==> config.mk <==
export PLATFORM = sky130hd
export DESIGN_NAME = led_sequencer_flat
export DESIGN_NICKNAME = d
export VERILOG_FILES = /design/src/rtl/led_sequencer_if.sv /design/src/rtl/led_sequencer.sv /design/src/flat_wrapper.sv
export SDC_FILE = /design/constraint.sdc
export NUM_CORES = 1
export LEC_CHECK = 0
export BUFFER_PORTS_ARGS = -buffer_cell sky130_fd_sc_hd__buf_2
export CAP_MARGIN = 20
export CORE_UTILIZATION = 55
export CTS_CLUSTER_DIAMETER = 40
export CTS_CLUSTER_SIZE = 28
export DETAILED_ROUTE_END_ITERATION = 10
export PLACE_DENSITY = 0.75
export SETUP_SLACK_MARGIN = 0.1
export SKIP_LAST_GASP = 1
export SLEW_MARGIN = 0
export SYNTH_ARGS = -nofsm -noshare
export SYNTH_HDL_FRONTEND = slang
export SYNTH_SLANG_ARGS = --single-unit
==> constraint.sdc <==
create_clock -name clk -period 3.9 [get_ports clk]
set_clock_uncertainty 0.2 [all_clocks]
set_input_delay 0.195 -clock clk [delete_from_list [all_inputs] [get_ports clk]]
set_output_delay 0.195 -clock clk [all_outputs]
set_load 0.02 [all_outputs]
==> src/rtl/led_sequencer_if.sv <==
// Bundle between the config/stimulus side and the LED sequencer: table writes,
// sequence control, blinker feedback and the blinker drive outputs.
interface led_sequencer_if #(
  parameter int STEPS    = 4,
  parameter int PERIOD_W = 32,
  parameter int COUNT_W  = 8
);
  localparam int ADDR_W = $clog2(STEPS);

  logic                cfg_we;
  logic [ADDR_W-1:0]   cfg_addr;
  logic [PERIOD_W-1:0] cfg_period;
  logic [COUNT_W-1:0]  cfg_count;
  logic                start;
  logic                stop;
  logic                loop;
  logic                led_in;
  logic [PERIOD_W-1:0] blink_period;
  logic                blink_reset;
  logic                busy;
  logic                done;
  logic [ADDR_W-1:0]   step;

  modport master (
    output cfg_we, cfg_addr, cfg_period, cfg_count, start, stop, loop, led_in,
    input  blink_period, blink_reset, busy, done, step
  );

  modport slave (
    input  cfg_we, cfg_addr, cfg_period, cfg_count, start, stop, loop, led_in,
    output blink_period, blink_reset, busy, done, step
  );
endinterface

==> src/rtl/led_sequencer.sv <==
// Steps an external LED blinker through a table of {period, toggle count}
// entries, pulsing its reset between steps and counting its led toggles.
module led_sequencer #(
  parameter int STEPS    = 4,
  parameter int PERIOD_W = 32,
  parameter int COUNT_W  = 8
) (
  input  logic            clk,
  input  logic            reset,
  led_sequencer_if.slave  bus
);
  localparam int ADDR_W = $clog2(STEPS);
  localparam logic [ADDR_W-1:0] FIRST_IDX = '0;
  localparam logic [ADDR_W-1:0] LAST_IDX  = ADDR_W'(STEPS - 1);

  typedef enum logic [2:0] {
    S_IDLE   = 3'd0,
    S_LOAD   = 3'd1,
    S_SETTLE = 3'd2,
    S_RUN    = 3'd3,
    S_DONE   = 3'd4
  } state_e;

  state_e              state_q, state_d;
  logic [ADDR_W-1:0]   step_q, step_d;
  logic [PERIOD_W-1:0] period_q, period_d;
  logic [COUNT_W-1:0]  cnt_q, cnt_d;
  logic                led_prev_q, led_prev_d;

  logic [PERIOD_W-1:0] tbl_period_q [STEPS];
  logic [COUNT_W-1:0]  tbl_count_q  [STEPS];

  logic [ADDR_W-1:0]   nxt_idx_s;
  logic                seq_end_s;
  logic                step_end_s;
  logic [COUNT_W-1:0]  cnt_inc_s;

  // Look-ahead at the following entry to decide whether this step is the last one.
  always_comb begin
    nxt_idx_s = step_q + ADDR_W'(1);
    cnt_inc_s = cnt_q + COUNT_W'(1);
    if (step_q == LAST_IDX) begin
      seq_end_s = 1'b1;
    end else begin
      seq_end_s = (tbl_period_q[nxt_idx_s] == '0);
    end
  end

  // Next-state logic; period is loaded on entry to LOAD so the blinker sees it during its reset.
  always_comb begin
    state_d    = state_q;
    step_d     = step_q;
    period_d   = period_q;
    cnt_d      = cnt_q;
    led_prev_d = led_prev_q;
    step_end_s = 1'b0;

    case (state_q)
      S_IDLE: begin
        if (bus.start) begin
          step_d = FIRST_IDX;
          if (tbl_period_q[FIRST_IDX] != '0) begin
            state_d  = S_LOAD;
            period_d = tbl_period_q[FIRST_IDX];
          end else begin
            state_d = S_DONE;
          end
        end else begin
          state_d = S_IDLE;
        end
      end
      S_LOAD: begin
        cnt_d   = '0;
        state_d = S_SETTLE;
      end
      S_SETTLE: begin
        // Sampling here hides the blinker's reset-to-0 transition from the edge detector.
        led_prev_d = bus.led_in;
        if (tbl_count_q[step_q] == '0) begin
          step_end_s = 1'b1;
        end else begin
          state_d = S_RUN;
        end
      end
      S_RUN: begin
        led_prev_d = bus.led_in;
        if (bus.led_in != led_prev_q) begin
          cnt_d      = cnt_inc_s;
          step_end_s = (cnt_inc_s == tbl_count_q[step_q]);
        end else begin
          cnt_d = cnt_q;
        end
      end
      S_DONE: begin
        state_d = S_IDLE;
        step_d  = FIRST_IDX;
      end
      default: begin
        state_d = S_IDLE;
        step_d  = FIRST_IDX;
      end
    endcase

    if (step_end_s) begin
      if (!seq_end_s) begin
        state_d  = S_LOAD;
        step_d   = nxt_idx_s;
        period_d = tbl_period_q[nxt_idx_s];
      end else if (bus.loop) begin
        state_d  = S_LOAD;
        step_d   = FIRST_IDX;
        period_d = tbl_period_q[FIRST_IDX];
      end else begin
        state_d = S_DONE;
      end
    end else begin
      state_d = state_d;
    end

    if (bus.stop) begin
      state_d = S_IDLE;
      step_d  = FIRST_IDX;
    end else begin
      step_d = step_d;
    end
  end

  // Sequencer state registers.
  always_ff @(posedge clk) begin
    if (reset) begin
      state_q    <= S_IDLE;
      step_q     <= '0;
      period_q   <= '0;
      cnt_q      <= '0;
      led_prev_q <= 1'b0;
    end else begin
      state_q    <= state_d;
      step_q     <= step_d;
      period_q   <= period_d;
      cnt_q      <= cnt_d;
      led_prev_q <= led_prev_d;
    end
  end

  // Step table; writes land only while idle so a running sequence sees stable entries.
  always_ff @(posedge clk) begin
    if (reset) begin
      for (int i = 0; i < STEPS; i++) begin
        tbl_period_q[i] <= '0;
        tbl_count_q[i]  <= '0;
      end
    end else if (bus.cfg_we && (state_q == S_IDLE) && (int'(bus.cfg_addr) < STEPS)) begin
      tbl_period_q[bus.cfg_addr] <= bus.cfg_period;
      tbl_count_q[bus.cfg_addr]  <= bus.cfg_count;
    end
  end

  assign bus.blink_period = period_q;
  assign bus.blink_reset  = (state_q != S_SETTLE) && (state_q != S_RUN);
  assign bus.busy         = (state_q != S_IDLE);
  assign bus.done         = (state_q == S_DONE);
  assign bus.step         = step_q;

endmodule

==> src/flat_wrapper.sv <==
// flat-port wrapper written by rule: the top's interface ports become plain ports
module led_sequencer_flat 
#(
  parameter int STEPS    = 4,
  parameter int PERIOD_W = 32,
  parameter int COUNT_W  = 8
)
  (clk, reset, bus_cfg_we, bus_cfg_addr, bus_cfg_period, bus_cfg_count, bus_start, bus_stop, bus_loop, bus_led_in, bus_blink_period, bus_blink_reset, bus_busy, bus_done, bus_step);
  led_sequencer_if #(.STEPS(STEPS), .PERIOD_W(PERIOD_W), .COUNT_W(COUNT_W)) bus_i ();
  input  logic clk;
  input  logic reset;
  input wire logic [$bits(bus_i.cfg_we)-1:0] bus_cfg_we;
  input wire logic [$bits(bus_i.cfg_addr)-1:0] bus_cfg_addr;
  input wire logic [$bits(bus_i.cfg_period)-1:0] bus_cfg_period;
  input wire logic [$bits(bus_i.cfg_count)-1:0] bus_cfg_count;
  input wire logic [$bits(bus_i.start)-1:0] bus_start;
  input wire logic [$bits(bus_i.stop)-1:0] bus_stop;
  input wire logic [$bits(bus_i.loop)-1:0] bus_loop;
  input wire logic [$bits(bus_i.led_in)-1:0] bus_led_in;
  output wire logic [$bits(bus_i.blink_period)-1:0] bus_blink_period;
  output wire logic [$bits(bus_i.blink_reset)-1:0] bus_blink_reset;
  output wire logic [$bits(bus_i.busy)-1:0] bus_busy;
  output wire logic [$bits(bus_i.done)-1:0] bus_done;
  output wire logic [$bits(bus_i.step)-1:0] bus_step;
  assign bus_i.cfg_we = bus_cfg_we;
  assign bus_i.cfg_addr = bus_cfg_addr;
  assign bus_i.cfg_period = bus_cfg_period;
  assign bus_i.cfg_count = bus_cfg_count;
  assign bus_i.start = bus_start;
  assign bus_i.stop = bus_stop;
  assign bus_i.loop = bus_loop;
  assign bus_i.led_in = bus_led_in;
  assign bus_blink_period = bus_i.blink_period;
  assign bus_blink_reset = bus_i.blink_reset;
  assign bus_busy = bus_i.busy;
  assign bus_done = bus_i.done;
  assign bus_step = bus_i.step;
  led_sequencer #(.STEPS(STEPS), .PERIOD_W(PERIOD_W), .COUNT_W(COUNT_W)) u_core (.clk(clk), .reset(reset), .bus(bus_i));
endmodule
After elaboration in Yosys (flattened, before gate mapping)
Memory sizes are Yosys's and may differ from the RTL's. A register that Yosys moved wholly into a read port is not among the register bits.
Index checks and enable logic that the tools add are counted.

storage, ports and cells
  register bits = 46
  RAM bits = 160
  input port bits = 49
  output and inout bits = 37
  logic and storage cells = 72
  memories = 2

operators by class
  add/subtract/negate cells = 2
  eq/ne operators = 12
  mux-type cells = 36
  reduce and logical (&&, ||, !) cells = 15

memories
  name                 depth  bits a word  rd ports  clocked after Yosys merged registers in  write ports  line                 RTL
  u_core.tbl_period_q  4      32           2         0                                        4            led_sequencer.sv:30  logic [PERIOD_W-1:0] tbl_period_q [STEPS];
  u_core.tbl_count_q   4      8            1         1                                        4            led_sequencer.sv:31  logic [COUNT_W-1:0] tbl_count_q [STEPS];

operators with widths
  kind                 number
  $mux 32              7
  $logic_not 32->1     1
  $reduce_bool 32->1   1
  $reduce_or 32->1     1
  $mux 3               6
  $mux 8               2
  $pmux 8 s2           1
  $mux 2               7
  $pmux 3 s4           1
  $mux 1               10
  $ne 3x2->1 const B   3
  $add 8x1->8 const B  1
  $eq 8x8->1           1
  $logic_not 8->1      1
  $reduce_or 8->1      1
  $eq 3x2->1 const B   2
  $ne 2x1->1 const B   2
  $pmux 2 s2           1
  $reduce_and 2->1     2
  $reduce_or 2->1      2
  $eq 3x1->1 const B   1
  $eq 3x3->1 const B   1
  $logic_not 3->1      1
  $reduce_bool 3->1    1
  other kinds (7)      8

Depth between registers and ports, before layout
Gate-level depths: netlist (run 1).

  depth in word-level cells = 7
  depth in mapped cells = 12
  gate-level depth less buffers = 8

Worst setup path after synthesis (run 1)
Ideal clock, no wire load.

  path type = register to register
  from = register u_core.step_q[0], in the netlist u_core.bus.step[0]
  to = register u_core.period_q[0], in the netlist u_core.bus.blink_period[0]
  library setup time = 123 ps
  data arrival time = 2898 ps
  required time = 3577 ps
  setup slack = 679 ps
  cell stages (with the launch flop) = 12
  path buffers = 4
  period minus slack after synthesis = 3221 ps
  cell sequence = dfxtp_1 -> ha_1 -> buf_2 -> buf_2 -> mux4_2 -> nor4_1 -> nand4_1 -> o21bai_1 -> buf_2 -> buf_2 -> mux2i_1 -> o22ai_1

between the ends
  longest elaborated chain between the ends = 6
  elaborated cells between the ends (all ways) = 7
  those cells by class = add/sub (1); eq/ne (1); mux (3); reduce/logical (1); memory (1)

ends and longest elaborated chain
  item                    line                  RTL
  start, declared         led_sequencer.sv:25   logic [ADDR_W-1:0] step_q, step_d;
  start signal, assigned  led_sequencer.sv:138  step_q <= step_d;
  $add 2x1->2             led_sequencer.sv:40   nxt_idx_s = step_q + ADDR_W'(1);
  $mem_v2 4x32            -
  $logic_not 32->1        led_sequencer.sv:45   seq_end_s = (tbl_period_q[nxt_idx_s] == '0);
  $mux 1                  led_sequencer.sv:42   if (step_q == LAST_IDX) begin
  $mux 32 *               led_sequencer.sv:105  if (!seq_end_s) begin
  $mux 32 *               led_sequencer.sv:104  if (step_end_s) begin
  end signal, assigned    led_sequencer.sv:139  period_q <= period_d;
  end, declared           led_sequencer.sv:26   logic [PERIOD_W-1:0] period_q, period_d;

Every way passes the cells marked *; elsewhere a longest branch is shown, timed or not.
A chain may end at the register's enable or synchronous reset.

Worst setup path after layout (run 1)
  from = register u_core.step_q[0], in the netlist u_core.bus.step[0]
  to = register u_core.state_q[2]

between the ends
  longest elaborated chain between the ends = 6
  elaborated cells between the ends (all ways) = 7
  those cells by class = add/sub (1); eq/ne (1); mux (3); reduce/logical (1); memory (1)

ends and longest elaborated chain
  item                  line                  RTL
  $add 2x1->2           led_sequencer.sv:40
  $mem_v2 4x32          -
  $logic_not 32->1      led_sequencer.sv:45
  $mux 1 *              led_sequencer.sv:42
  $mux 3 *              led_sequencer.sv:105
  $mux 3 *              led_sequencer.sv:104
  end signal, assigned  led_sequencer.sv:137  state_q <= state_d;
  end, declared         led_sequencer.sv:24   state_e state_q, state_d;

Marked as above.

==> results of run 1 <==
[worst max-delay path, stage by stage (launching register included)]
cell	delay (ns)
dfxtp_4	0.40
ha_2	0.39
buf_12	0.20
mux4_2	0.61
nor4_4	0.31
nand4_1	0.22
o21bai_4	0.26
nor2b_2	0.19
a21oi_1	0.08
nor3_1	0.12
dlygate4sd3_1	0.56
[worst paths after layout]
check / from / to / slack, ns / depth (start not counted)
setup / recovery: u_core.bus.step[0] / u_core.state_q[2] / 0.29 / 10
hold / removal: bus_loop / u_core.state_q[0] / 0.12 / 3
setup reg to reg: u_core.bus.step[0] / u_core.state_q[2] / 0.29 / 10
hold reg to reg: u_core.cnt_q[1] / u_core.cnt_q[1] / 0.35 / 2
[power by group through the flow]
| stage | Sequential [uW] | Combinational (uW) | Clock, uW |
|---|---|---|---|
| floorplan | 2570 | 194 | 0 |
| global placement | 2570 | 340 | 0 |
| detailed placement | 2580 | 350 | 0 |
| CTS | 2530 | 387 | 2550 |
| global route | 2540 | 425 | 2640 |
| finish | 2530 | 397 | 2540 |
[timing repair]
| action | in CTS | in global routing |
|---|---|---|
| buffers inserted | 0 | 1 |
| setup endpoints to repair | 0 | 1 |
| gates resized for setup | 0 | 10 |
| hold buffers | 46 | 0 |
| endpoints found under the hold margin | 174 | 0 |
[final cells by class]
| cell class | count | area share, % |
|---|---|---|
| clock inverter | 20 | 1.66 |
| inverter | 3 | 0.0939 |
| clock buffer | 32 | 6.23 |
| multi-input combinational | 456 | 32.6 |
| tap | 225 | 2.35 |
| sequential | 206 | 47.8 |
| timing repair buffer | 155 | 9.31 |
[flip-flops by register name (all words and copies together), names as in the netlist]
signal,count
u_core.bus.step,2
u_core.tbl_count_q,32
u_core.tbl_period_q,128
u_core.bus.blink_period,32
u_core.led_prev_q,1
u_core.state_q,3
u_core.cnt_q,8
[per-stage QoR]
step	worst slack (ns)	cells	utilization, %	hold slack, ns	total power, uW
6_report	0.286	1097	69.3	0.117	5470
5_1_grt	0.115	1097	69.3	0.122	5610
4_1_cts	0.166	1095	68.8	0.105	5470
3_5_place_dp	0.313	997	60.7	0.219	2930
3_3_place_gp	0.334	997	60.7	0.228	2910
2_1_floorplan	0.679	711	-	0.0718	2770
[synth_stat cells (2+ instances only)]
library cell and count:
and2_1 194, edfxtp_1 160, mux2i_1 67, dfxtp_1 46, mux4_2 40, o22ai_1 32
clkbuf_1 27, nor4_1 16, nor2_1 15, buf_2 13, a21oi_1 9, nor3_1 9
o21ai_0 7, xnor2_1 7, and3_1 6, nand2_1 6, nor3b_1 6, nand4_1 5
or2_2 5, xor2_1 4, buf_4 3, inv_1 3, nand2b_1 3, or3_1 3
a21o_1 2, buf_1 2, ha_1 2, nor2b_1 2, o21bai_1 2, xnor3_1 2
[cells by family after synthesis]
logic type,count (synthesis),share of synthesized area [%]
AND/OR/NAND/NOR,275,17.1
AO/OA/AOI/OAI,58,3.90
XOR/XNOR,13,1.45
multiplexers,108,16.2
adder cells (fa/ha/maj),2,0.257
buffers and inverters,49,2.25
flip-flops,206,58.8
[layer usage]
metal  vias up  routed length (um)  share of wire [%]  track usage [%]
met2       289               12100                 49             45.5
li1       2930                   -                  -                -
met3        52                1800                7.3             4.95
met4         0                 663                2.7             8.55
met1      3295               10100                 41             38.4
met5         -                   0                  0                0
==> impl_metrics.csv, run 1 <==
group,metric,value,unit
sta,period_minus_slack,3.61,ns
cells_and_area,area_growth,23.0,%
synth,synth_nets,762,
synth,synthTopCellsByArea,"edfxtp_1, and2_1, dfxtp_1",
cells_and_area,final_common_cell,"and2_1",
power_and_ir_drop,seqPwrFrac,46.4,%
min_path,hold_path_class,"in2reg",
cts,cts_num_sinks,206,
detailed_routing,vias,6566,
sta,maxSlewHeadroom,47.6,%
synth,yosys_warnings,0,
grt,antenna_found_initial,0,
power_and_ir_drop,combPwrFrac,7.3,%
cts,cts_max_level,1,
cts,cts_root_buf,"clkbuf_16",
critical_path,arrival,3.88,ns
sta,rsz0062_at_grt,"no",
grt,grt_pass1_wl,37900,um
synth,syn_avg_cell_area,13.7,um2
cells_and_area,diodes,0,
detailed_routing,via_per_inst,5.99,
floorplanning,core-area,17300,um2
cts,clock_latency,0.53,ns
placement,dp_hpwl,15200,um
detailed_routing,drc,0,
power_and_ir_drop,p_sw,1330,uW
floorplanning,io_pins,86,
detailed_routing,post_drt_wl_per_cell,22.5,um
placement,gp_congestion,0.849,
detailed_routing,dr.pass1.iters,5,
sta,setup_viol,0,
grt,grt_start_max_net_pins,41,
sta,finalHoldViolations,0,
floorplanning,die_area,18300,um2
detailed_routing,antenna_left,0,
synth,syn_inst,711,
cells_and_area,multi_input_area,3900,um2
job,max-cap-violations,0,
power_and_ir_drop,internal_power,4140,uW
synth,synth_edf_count,160,
critical_path,cp.required,4.16,ns
detailed_routing,routed_wl,24700,um
sta,max_clock_freq,277,MHz
critical_path,path_max_fanout,17,
grt,grtUsageTotal,27.9,%
synth,ys_seq_area_share,58.8,%
cells_and_area,num-fill-cells,1210,
grt,overflow,0,
floorplanning,die_h,135,um
cells_and_area,most-common-layout-cells,"and2_1, edfxtp_1, buf_2, mux2i_1, dlygate4sd3_1",
sta,final.setup.tns,0,ns
synth,post_synth_num_cell_types,43,
floorplanning,fp.dieW,135,um
cts,clockBufferDepth,3,
cts,cts_tree,"built",
cells_and_area,stdcell_area,12000,um2
cts,path_clk_slew,0.06,ns
placement,io_buffers,85,
cells_and_area,nets,901,
power_and_ir_drop,switching_share,24.3,%
cts,cts_buffers,28,
synth,synth-async-reset-ratio,0,%
placement,dpl-instance-area,10500,um2
power_and_ir_drop,powerDensity,456,nW/um2
synth,ys_seq_elements,206,
critical_path,path_class,"reg2reg",
synth,synth_top_area_share,49.3,%
synth,synth-main-ff-cell,"edfxtp_1",
critical_path,worstSetupStartpointType,"register",
power_and_ir_drop,pwr-share-clk,46.4,%
sta,worst_slew_pin_slew,0.786,ns
critical_path,critPathCaptureType,"register",
synth,synth_top_cell_by_area,"edfxtp_1",
cells_and_area,drive_gt1_share,25.1,%
floorplanning,start_util,56.3,%
power_and_ir_drop,vdd_drop_max,0.367,mV
power_and_ir_drop,p_leak,0.00461,uW
detailed_routing,drt_iter0_markers,770,
sta,slew_violations,0,
run_status,status,"finished clean",
grt,grt_pass1_vias,6710,
floorplanning,rows,48,
synth,netlist_area,9740,um2
sta,timing.final.crit_share,92.7,%
cells_and_area,regArea,5730,um2
Note: power is estimated with default switching activity, not from simulation.
==> inputs of run 2 (changes only) <==
- CORE_UTILIZATION: 55 -> 25
- PLACE_DENSITY: 0.75 -> 0.37
==> impl_metrics.csv, run 2 (synthesized netlist as in run 1, its figures left out) <==
group,metric,value,unit
run_status,status,"finished clean",
sta,slew_violations,0,
floorplanning,rows,71,
sta,post-route-worst-setup-slack,0.242,ns
sta,rsz0062_at_grt,"no",
grt,grt_pass1_wl,45500,um
critical_path,cp_top_family,"multiplexers",
cells_and_area,largest_register_ffs,128,
cts,cts_num_sinks,206,
critical_path,critPathBufInv,2,
sta,period_minus_slack,3.66,ns
floorplanning,die_area,39800,um2
detailed_routing,dr.pass1.iters,5,
cts,path_clk_slew,0.05,ns
critical_path,path_max_fanout,20,
cts,clock_latency,0.52,ns
sta,finalHoldViolations,0,
cells_and_area,most-common-layout-cells,"and2_1, edfxtp_1, buf_2, mux2i_1",
floorplanning,fp.dieW,199,um
critical_path,path_cells,"ha_2 > buf_12 > mux4_2 > nor4_1 > nand4_1 > o21bai_4 > buf_4 > mux2i_1 > o22ai_1",
sta,final.setup.tns,0,ns
sta,timing.final.crit_share,93.8,%
critical_path,critPathMaxStageDelay,0.60,ns
critical_path,reg2reg_setup_slack,0.24,ns
detailed_routing,post_drt_wl_per_cell,22.0,um
cells_and_area,nets,908,
power_and_ir_drop,powerDensity,499,nW/um2
critical_path,worstSetupStartpointType,"register",
grt,overflow,0,
critical_path,path_class,"reg2reg",
critical_path,arrival,3.83,ns
min_path,min-delay-start,"bus_loop",
cells_and_area,drive_gt1_share,25.4,%
grt,grt_start_max_net_pins,47,
detailed_routing,vias,6434,
sta,max_clock_freq,273,MHz
cts,clockBufferDepth,3,
cts,cts_root_buf,"clkbuf_16",
power_and_ir_drop,vdd_drop_max,0.232,mV
cells_and_area,final_common_cell,"and2_1",
sta,maxSlewHeadroom,41.5,%
floorplanning,start_util,25.6,%
cts,cts_tree,"built",
detailed_routing,antenna_left,0,
power_and_ir_drop,p_leak,0.00477,uW
cells_and_area,area_growth,29.9,%
placement,pre_cts_slack,0.245,ns
detailed_routing,via_per_inst,4.60,
min_path,hold_path_class,"in2reg",
job,max-cap-violations,0,
grt,grt_pass1_vias,6774,
grt,antenna_found_initial,0,
cts,cts_buffers,38,
floorplanning,die_h,199,um
grt,grtUsageTotal,16.0,%
cells_and_area,largest-register,"u_core.tbl_period_q",
sta,setup_viol,0,
detailed_routing,routed_wl,30800,um
detailed_routing,drc,0,
sta,worst_slew_pin_slew,0.878,ns
placement,dp_hpwl,19000,um
critical_path,r2r_start,"u_core.bus.step[0]",
placement,io_buffers,85,
critical_path,worstSetupStartpoint,"u_core.bus.step[0]",
detailed_routing,drt_iter0_markers,362,
floorplanning,io_pins,86,
critical_path,cpMaxStageDelayCell,"mux4_2",
cts,cts_resized,0,
critical_path,critPathCaptureType,"register",
placement,gp_congestion,0.762,
cts,cts_max_level,2,
floorplanning,core-area,38000,um2
critical_path,cp.required,4.08,ns
[run 2: cell count changes in the layout (fill, tap and decap cells not counted), moves of 3 or more]
cell / before / now
buf_4: 20 / 16
inv_6: 6 / 2
clkbuf_16: 29 / 41
bufinv_16: 1 / 4
clkbuf_1: 2 / 5
nor4_4: 3 / 0
nor4_1: 11 / 16
[run 2: path summary, 6_finish.rpt]
path	end	cells past startpoint
hold / removal	u_core.state_q[0]	3
hold reg to reg	u_core.cnt_q[7]	2
setup reg to reg	u_core.bus.blink_period[22]	9
setup / recovery	u_core.bus.blink_period[22]	9
[run 2: layout make-up]
type                    instances  area [um2]
fillers                      3806       25400
flip-flops and latches        206        5730
multi-input cells             456        3840
repair buffers                152        1120
clock buffers                  48        1070
well taps                     511         639
clock inverters                22         245
inverters                       3        11.3
diodes                          1        2.50
[run 2: layer usage]
layer  global-route usage (%)  vias to the layer above  part of all wire, %  wire (um)
li1                         -                     2962                    -          -
met1                     22.1                     3266                   47      14500
met2                     25.2                      153                   46      14100
met3                     2.99                       53                  4.6       1430
met4                     4.92                        0                  2.4        727
met5                        0                        -                    0          0
[run 2: timing repair]
action / 4_1_cts / 5_1_grt
hold buffers: 45 / 0
endpoints found under the hold margin: 173 / 0
buffers inserted: 0 / 0
[run 2: tightest hold or removal path: cells and delay by family]
| kind | cells | cell delay (ns) |
|---|---|---|
| buffers and inverters | 1 | 0.30 |
| and+or+nand+nor | 1 | 0.27 |
| AOI/OAI and AO/OA | 1 | 0.09 |
[run 2: report_power, final]
part,internal (uW),switching [uW],total [uW]
Combinational,173,240,413
Clock,2220,1150,3370
Sequential,2480,56.5,2540
[run 2: stage by stage]
stage	area [um2]	cells	hold WS [ns]	utilization, %	total power, uW
3_3_place_gp	10900	1283	0.252	28.6	2970
2_1_floorplan	9740	711	0.0718	-	2770
3_5_place_dp	10900	1283	0.253	28.6	2970
5_1_grt	12700	1398	0.230	33.3	6530
4_1_cts	12700	1398	0.192	33.3	6410
6_report	12700	1399	0.209	33.3	6320
==> inputs of run 3 (changes only) <==
- ABC_AREA: not set -> 1
- PLACE_DENSITY: 0.37 -> not set
- PLACE_DENSITY_LB_ADDON: not set -> 0.2
==> impl_metrics.csv, run 3 <==
group,metric,value,unit
synth,synth_top_area_share,46.7,%
synth,synth_top_cell_by_area,"edfxtp_1",
cells_and_area,largest_register_ffs,128,
detailed_routing,routed_wl,32500,um
synth,synth-async-reset-ratio,0,%
grt,overflow,0,
sta,setup_viol,0,
power_and_ir_drop,combPwrFrac,7.2,%
placement,dp_hpwl,21500,um
sta,timing.final.crit_share,80.0,%
sta,max_clock_freq,321,MHz
run_status,status,"finished clean",
cells_and_area,diodes,0,
critical_path,reg2regPathDepth,14,
grt,grt_start_max_net_pins,82,
sta,worst_slew_pin_slew,0.951,ns
power_and_ir_drop,pwr-share-clk,50.7,%
detailed_routing,antenna_left,0,
synth,synth_edf_count,160,
detailed_routing,dr.pass1.iters,5,
cts,cts_hold_buf,43,
grt,grtUsageTotal,15.7,%
cts,cts_tree,"built",
critical_path,worstSetupStartpoint,"u_core.bus.step[0]",
synth,synthTopCellsByArea,"edfxtp_1, nand2_1, dfxtp_1",
detailed_routing,drc,0,
synth,synth_common_cells,"nand2_1, nor2_1, nand3_1",
power_and_ir_drop,p_total,6010,uW
job,max-cap-violations,0,
floorplanning,fp.dieW,205,um
synth,syn_inst,1279,
cells_and_area,most-common-layout-cells,"nand2_1, nor2_1, nand3_1, edfxtp_1, inv_1",
critical_path,r2r_start,"u_core.bus.step[0]",
synth,netlist_area,10300,um2
critical_path,rr_endpoint,"u_core.bus.blink_period[6]",
cells_and_area,largest-register,"u_core.tbl_period_q",
floorplanning,start_util,25.6,%
detailed_routing,drt_iter0_markers,668,
synth,ys_seq_elements,206,
synth,synth-main-ff-cell,"edfxtp_1",
min_path,hold_path_class,"in2reg",
cts,cts_num_sinks,206,
critical_path,worstSetupEndpoint,"u_core.bus.blink_period[6]",
critical_path,arrival,3.34,ns
sta,maxSlewHeadroom,36.6,%
cts,cts_buffers,34,
cts,cts_root_buf,"clkbuf_16",
placement,gp_congestion,0.813,
grt,grt_pass1_vias,8458,
critical_path,reg2reg_setup_slack,0.78,ns
placement,io_buffers,85,
power_and_ir_drop,powerDensity,468,nW/um2
critical_path,path_max_fanout,34,
floorplanning,core-area,40200,um2
cts,clockBufferDepth,3,
sta,period_minus_slack,3.12,ns
critical_path,path_class,"reg2reg",
grt,antenna_found_initial,0,
critical_path,worstSetupStartpointType,"register",
synth,yosys_warnings,0,
power_and_ir_drop,vdd_drop_max,0.264,mV
cts,post_cts_buffers,0,
synth,yosysMostFrequentCell,"nand2_1",
cells_and_area,num-fill-cells,4269,
cts,cts_max_level,2,
grt,grt_pass1_wl,50200,um
detailed_routing,vias,8743,
detailed_routing,via_per_inst,4.50,
synth,synth_nets,1330,
power_and_ir_drop,p_leak,0.00543,uW
floorplanning,io_pins,86,
floorplanning,die_h,205,um
cts,clock_latency,0.51,ns
cells_and_area,nets,1443,
cts,cts_resized,0,
cells_and_area,drive_gt1_share,12.3,%
synth,syn_avg_cell_area,8.04,um2
power_and_ir_drop,p_sw,1410,uW
sta,finalHoldViolations,0,
detailed_routing,post_drt_wl_per_cell,16.7,um
sta,final.setup.tns,0,ns
critical_path,critPathCaptureType,"register",
synth,post_synth_num_cell_types,32,
sta,slew_violations,0,
power_and_ir_drop,internal_power,4590,uW
sta,rsz0062_at_grt,"no",
critical_path,cp.required,4.12,ns
floorplanning,rows,73,
cells_and_area,final_common_cell,"nand2_1",
synth,ys_seq_area_share,55.7,%
cells_and_area,area_growth,24.8,%
sta,holdWs,0.110,ns
cts,path_clk_slew,0.05,ns
power_and_ir_drop,switching_share,23.5,%
floorplanning,die_area,41900,um2
power_and_ir_drop,seqPwrFrac,42.2,%
min_path,hold_path_depth,4,
run 3: cell types whose count changed after synthesis, moves of 15 or more:
cell     before  now
nor4_1       16    1
nand3_1       1  167
inv_1         3  102
o21ai_0       7   32
nor2_1       15  184
and2_1      194    0
mux2i_1      67    0
nor3_1        9   25
o22ai_1      32    0
nand2_1       6  409
mux4_2       40    0
a21oi_1       9   42
run 3: per-layer routing:
metal  vias up  global-route usage, %  part of all wire [%]
li1       4402                      -                     -
met1      4074                   23.2                    50
met2       214                   23.2                    42
met3        53                   2.47                   4.8
met4         0                   5.01                   2.5
met5         -                      0                     0
run 3: metrics by stage:
stage,util (%),cells,setup WS [ns],area (um2)
2_1_floorplan,-,1279,0.193,10300
4_1_cts,31.9,1942,0.757,12800
6_report,31.9,1942,0.781,12800
3_5_place_dp,28.0,1838,0.792,11200
3_3_place_gp,28.0,1838,0.840,11200
5_1_grt,31.9,1942,0.437,12800
run 3: cell type report:
type                            instances  area (um2)  share of cell area (%)
Clock buffer                           43         937                    7.30
Clock inverter                         18         216                    1.69
Inverter                              108         408                    3.18
Multi-Input combinational cell        893        3840                    29.9
Sequential cell                       206        5730                    44.6
Tap cell                              525         657                    5.12
Timing Repair Buffer                  149        1050                    8.19
run 3: cells by family (layout without fill, tap and decap cells):
kind of cell    count (synthesis)  after routing  share of synthesized area [%]
simple gates                  806            806                           32.4
flops                         206            206                           55.7
compound gates                 81             81                           4.06
fa+ha+maj                       2              2                          0.243
buf+inv                       180            318                           7.29
xor+xnor                        4              4                          0.341
run 3: critical path: stages, from the launching register on:
cell	delay, ns
dfxtp_2	0.34
ha_1	0.30
buf_4	0.40
nand3_1	0.18
nand2_1	0.20
nand2_1	0.13
nor2_1	0.10
nand2_1	0.06
nor2_1	0.12
nand2_2	0.09
nand2_4	0.19
nand2_2	0.09
nand2_4	0.32
nand2_1	0.11
a21oi_1	0.13
run 3: how the worst min path moves through the flow:
stage                                     to  slack (ns)       startpoint
global placement           u_core.led_prev_q        0.26       bus_led_in
floorplan                  u_core.led_prev_q        0.13       bus_led_in
CTS                 u_core.tbl_count_q[0][2]        0.09  bus_cfg_addr[0]
finish              u_core.tbl_count_q[0][2]        0.11  bus_cfg_addr[0]
global route        u_core.tbl_count_q[0][7]        0.16  bus_cfg_addr[0]
detailed placement         u_core.led_prev_q        0.26       bus_led_in
run 3: power groups by stage:
stage / combinational (uW) / sequential (uW) / clock (uW)
final: 431 / 2530 / 3040
after global routing: 483 / 2540 / 3190
after CTS: 437 / 2530 / 3090
after detailed placement: 403 / 2580 / 0
after global placement: 400 / 2580 / 0
after floorplan: 227 / 2580 / 0
